### config.mk
export PLATFORM = sky130hd
export DESIGN_NAME = fetch_seq
export DESIGN_NICKNAME = d
export VERILOG_FILES = /design/src/rtl/fetch_seq.sv
export SDC_FILE = /design/constraint.sdc
export NUM_CORES = 1
export LEC_CHECK = 0
export BUFFER_PORTS_ARGS = -buffer_cell sky130_fd_sc_hd__buf_2
export CAP_MARGIN = 15
export CORE_MARGIN = 3
export CORE_UTILIZATION = 30
export CTS_CLUSTER_DIAMETER = 60
export DETAILED_ROUTE_END_ITERATION = 12
export PLACE_DENSITY = 0.57
export SYNTH_ARGS = -nofsm -noshare
export SYNTH_HDL_FRONTEND = slang
export SYNTH_SLANG_ARGS = --single-unit
### constraint.sdc
create_clock -name clk -period 2.23 [get_ports clk]
set_clock_uncertainty 0.2 [all_clocks]
set_input_delay 0.3345 -clock clk [delete_from_list [all_inputs] [get_ports clk]]
set_output_delay 0.3345 -clock clk [all_outputs]
set_load 0.1 [all_outputs]
### src/rtl/fetch_seq.sv
// Instruction-fetch control sequencer: drives PC/MA/MD/IR/C strobes for a single shared bus.
// Optional `SINGLE_STEP_EN adds a step input and a STEP_WAIT state between T2 and EXEC.
module fetch_seq #(
    parameter int MEM_TO = 16,
    parameter int CNT_W  = 16
) (
    input  logic             clk,
    input  logic             rst,
    input  logic             start,
    input  logic             halt,
    input  logic             mem_ack,
    input  logic             exec_done,
`ifdef SINGLE_STEP_EN
    input  logic             step,
`endif
    output logic             PCout,
    output logic             PCin,
    output logic             MAin,
    output logic             INC4,
    output logic             Cin,
    output logic             Cout,
    output logic             mem_rd,
    output logic             MDout,
    output logic             IRin,
    output logic             exec_go,
    output logic             busy,
    output logic             err,
    output logic [CNT_W-1:0] fetch_cnt
);

    localparam int TMO_W = (MEM_TO > 1) ? $clog2(MEM_TO) : 1;

    typedef enum logic [3:0] {
        S_IDLE,
        S_T0,
        S_T1,
        S_T2,
`ifdef SINGLE_STEP_EN
        S_STEP_WAIT,
`endif
        S_EXEC1,
        S_EXEC,
        S_HALTED,
        S_ERR
    } state_t;

    state_t           state, state_nxt;
    logic [TMO_W-1:0] tmo_cnt;
    logic             start_q;
    logic             start_rise;
    logic             t1_first;

    assign start_rise = start & ~start_q;
    // The timeout counter is zero exactly in the first T1 cycle.
    assign t1_first   = (tmo_cnt == '0);

    // NOTE: sequential state uses non-blocking assignments so every register samples pre-edge values.
    always_ff @(posedge clk or negedge rst) begin
        if (!rst) begin
            state     <= S_IDLE;
            tmo_cnt   <= '0;
            start_q   <= 1'b0;
            fetch_cnt <= '0;
        end else begin
            state   <= state_nxt;
            start_q <= start;
            if (state == S_T0)
                tmo_cnt <= '0;
            else if (state == S_T1 && !mem_ack)
                tmo_cnt <= tmo_cnt + TMO_W'(1);
            if (state == S_T2)
                fetch_cnt <= fetch_cnt + CNT_W'(1);
        end
    end

    // NOTE: every output and next-state is defaulted first so no path through the case infers a latch.
    always_comb begin
        state_nxt = state;
        PCout     = 1'b0;
        PCin      = 1'b0;
        MAin      = 1'b0;
        INC4      = 1'b0;
        Cin       = 1'b0;
        Cout      = 1'b0;
        mem_rd    = 1'b0;
        MDout     = 1'b0;
        IRin      = 1'b0;
        exec_go   = 1'b0;
        busy      = 1'b0;
        err       = 1'b0;
        case (state)
            S_IDLE: begin
                if (start) state_nxt = S_T0;
            end
            S_T0: begin
                {PCout, MAin, INC4, Cin, busy} = '1;
                state_nxt = S_T1;
            end
            S_T1: begin
                busy   = 1'b1;
                mem_rd = 1'b1;
                Cout   = t1_first;
                PCin   = t1_first;
                if (mem_ack)
                    state_nxt = S_T2;
                else if (tmo_cnt == TMO_W'(MEM_TO - 1))
                    state_nxt = S_ERR;
            end
            S_T2: begin
                {MDout, IRin, busy} = '1;
`ifdef SINGLE_STEP_EN
                state_nxt = S_STEP_WAIT;
`else
                state_nxt = S_EXEC1;
`endif
            end
`ifdef SINGLE_STEP_EN
            S_STEP_WAIT: begin
                busy = 1'b1;
                if (step) state_nxt = S_EXEC1;
            end
`endif
            S_EXEC1, S_EXEC: begin
                busy    = 1'b1;
                exec_go = (state == S_EXEC1);
                if (exec_done)
                    state_nxt = halt ? S_HALTED : S_T0;
                else
                    state_nxt = S_EXEC;
            end
            S_HALTED: begin
                if (start_rise) state_nxt = S_T0;
            end
            S_ERR: begin
                err = 1'b1;
            end
            default: state_nxt = S_IDLE;
        endcase
    end

endmodule

==> summary.log <==
[global_route] global route total overflow 0
[global_route] pin count of the biggest net entering global routing 25
[logic_synthesis] area fraction in compound gates after synthesis 4.33%
[clock_tree] number of sinks driven by the clock tree 24
[timing] RSZ-0062 raised after global routing no
[hold_path] Min-Delay Path Class primary input to flop
[logic_synthesis] yosys warns 0
[floorplan] full die area 0.00494 sq mm
[final_layout] share of post-route cells with drive strength above 1 35.7%
[floorplan] Initial Utilization 32.4%
[worst_setup_path] kind of end point of the critical path output pin
[final_layout] footprint of the multi-input gates 614 sq um
[floorplan] height of the die 70.3 um
[final_layout] Antenna Diode Count 0
[clock_tree] TritonCTS clock tree yes
[logic_synthesis] fraction of synthesized area in multiplexers 0%
[worst_setup_path] Worst Path Arrival 1.61 ns
[global_route] initial antenna violation count 0
[timing] total count of hold-check failures in the final report 0
[worst_setup_path] Setup CP Type flop to output pin
[worst_setup_path] Reg2Reg Launch Point state[0]$_DFFE_PN0P_
[worst_setup_path] capture instance of the worst register-to-register path fetch_cnt[10]$_DFFE_PN0P_
[routing] residual DRC count 0
[floorplan] core box area 0.00383 sq mm
[worst_setup_path] maximum fanout along the worst path 11
[routing] DR vias/cell 4.60
[worst_setup_path] r2r worst-path depth 4
[global_route] total global routing track utilization 10.2%
[placed_design] routability-driven placement congestion ratio 0.777
[routing] WL per Instance 12.1 um
[clock_tree] Longest Clk Path Bufs 2
[floorplan] die extent in x 70.3 um
[timing] ratio of final minimum period to clock period 96.2%
[logic_synthesis] Yosys reg bits 24
[timing] Tmin final 2.15 ns
[logic_synthesis] main combinational cell family by area after synthesis simple AND/OR/NAND/NOR gates
[routing] vias post-DR 930
[clock_tree] Gates resized, CTS repair 0
[worst_setup_path] crit path launch state[0]$_DFFE_PN0P_
[global_route] number of global-route vias before repair 916
[logic_synthesis] Gate Count Post-Synth 121
[final_layout] area used by sequential logic in the layout 606 sq um
[logic_synthesis] Synthesized Nets 130
[logic_synthesis] mapped cell area 0.00124 sq mm
[floorplan] number of rows created at floorplan 22
[status] result of the run complete, no violations
[global_route] first-pass GRT wire length 4.14 mm
[clock_tree] CTS Root Cell clkbuf_8
[flow_run] number of maximum-capacitance violations 0
[routing] DRT Wirelength 2.45 mm
[timing] Slew @ Worst Pin 0.528 ns
[worst_setup_path] worst reg-to-reg setup slack 0.27 ns
[placed_design] estimated wirelength of the detail-placed design 1.89 mm
[logic_synthesis] fraction of synthesized cell area in xor and xnor cells 13.4%
[floorplan] Ports 34
[placed_design] IO buf count 33
[logic_synthesis] number of different library cells in the post-synthesis netlist 27
[routing] initial DRC count 59
[final_layout] net count of the finished layout 164
[timing] worst hold-check slack 0.0158 ns
[worst_setup_path] Critical Path Source Type flop
[timing] upper clock frequency limit 466 MHz
[clock_tree] Inserted Clock Buffers 3
[clock_tree] Clock H-tree levels 1
[final_layout] fill cell total of the finished layout 364
[worst_setup_path] end point of the critical path Cout
[routing] number of optimization iterations in the first detailed-route pass 4
[timing] Slew Limit Headroom 64.8%
[timing] Final setup viols 0
[final_layout] post-synthesis to final-layout area growth 40.9%
[logic_synthesis] Synth Area per Inst 10.3 sq um
[logic_synthesis] portion of the post-synthesis area used by sequential elements 48.4%
[logic_synthesis] simple-gate area share of the yosys netlist 24.4%
[worst_setup_path] data required time at the worst endpoint 1.70 ns
[clock_tree] register clock-pin slew on the reported worst setup and hold paths 0.08 ns
[logic_synthesis] Post-Synth Adder-Cell Area 3.02%
[clock_tree] clock latency of the later-clocked register in the worst-skew pair 0.26 ns
[timing] max-slew violations 0
[routing] number of nets with antenna violations after routing 0
-- registers in the layout (all words and copies together) (netlist names) --
signal,flops
start_q,1
fetch_cnt,16
state,3
tmo_cnt,4
-- worst max-delay path: stages, from the launching register on --
cell and delay (ns):
dfrtp_1 0.55, nand2b_4 0.23, nor2_4 0.15, and3_4 0.23, buf_12 0.18
-- layout make-up --
class	count	share of cell area, %
multi-input cells	82	35.1
flip-flops and latches	24	34.6
repair buffers	38	22.7
well taps	48	3.43
clock buffers	4	2.58
inverters	6	1.50
-- worst min path at each step --
stage	startpoint	endpoint	slack [ns]	cells after the start
5_1_grt	start	start_q$_DFF_PN0_	0.01	1
2_1_floorplan	rst	fetch_cnt[0]$_DFFE_PN0P_	-0.16	0
3_5_place_dp	rst	fetch_cnt[9]$_DFFE_PN0P_	0.14	1
4_1_cts	start	start_q$_DFF_PN0_	0.009	1
6_report	start	start_q$_DFF_PN0_	0.02	1
3_3_place_gp	rst	fetch_cnt[9]$_DFFE_PN0P_	0.14	1
-- routing by layer --
layer / up-vias / wire, um / global-route usage [%]
li1: 461 / - / -
met1: 438 / 1140 / 12.5
met2: 29 / 1150 / 17.4
met3: 2 / 138 / 1.73
met4: 0 / 17 / 4.26
met5: - / 0 / 0
-- metrics by stage --
step / instances / TNS (ns) / area (sq um) / setup slack, ns / util (%)
2_1_floorplan: 121 / -0.944 / 1350 / -0.254 / -
3_3_place_gp: 196 / 0 / 1670 / 0.312 / 43.8
3_5_place_dp: 196 / 0 / 1670 / 0.288 / 43.8
4_1_cts: 202 / 0 / 1750 / 0.0682 / 45.7
5_1_grt: 202 / 0 / 1750 / 0.0113 / 45.7
6_report: 202 / 0 / 1750 / 0.0846 / 45.7
-- placed cells by master, fill, tap and decap left out, types with 4 or more instances in the layout --
cell type and instances:
buf_12 13, buf_2 21, nor2_1 11, a21oi_1 5, dfrtp_1 20, xor2_1 7, inv_1 5, nand3_1 5
dfrtp_2 4, nand2_1 11, and3_1 4, xnor2_1 12
-- cell families (layout without fill, tap and decap cells) --
logic type | count (synthesis) | count (layout)
flip-flops | 24 | 24
AO/OA/AOI/OAI | 9 | 9
adder cells (fa/ha/maj) | 3 | 3
buffers and inverters | 15 | 48
XOR/XNOR | 19 | 19
AND/OR/NAND/NOR | 51 | 51
-- synthesized netlist by cell type (all sizes together) --
| master | instances | share of area (%) |
|---|---|---|
| a21oi | 6 | 2.4 |
| a31oi | 1 | 0.50 |
| and3 | 5 | 2.5 |
| and4 | 1 | 0.71 |
| buf | 7 | 4.0 |
| clkbuf | 2 | 0.61 |
| dfrtp | 24 | 48 |
| ha | 3 | 3.0 |
| inv | 6 | 1.8 |
| nand2 | 11 | 3.3 |
| nand2b | 3 | 1.5 |
| nand3 | 5 | 2.0 |
| nand3b | 1 | 1.6 |
| nand4 | 3 | 1.5 |
| nor2 | 12 | 3.6 |
| nor2b | 1 | 0.50 |
| nor3 | 3 | 1.2 |
| nor3b | 2 | 1.2 |
| nor4 | 1 | 1.7 |
| nor4b | 1 | 1.9 |
| o221ai | 1 | 0.71 |
| o32ai | 1 | 0.71 |
| or2 | 1 | 0.50 |
| or3 | 1 | 0.50 |
| xnor2 | 12 | 8.5 |
| xor2 | 7 | 4.9 |
-- timing repair --
action,in CTS,in global routing
setup endpoints to repair,4,0
setup buffers,1,0
hold buffers,1,0
hold endpoints to repair,24,0
Power is not shown: default switching activity piles up to over one toggle a cycle in this logic, so the estimate is an artifact.
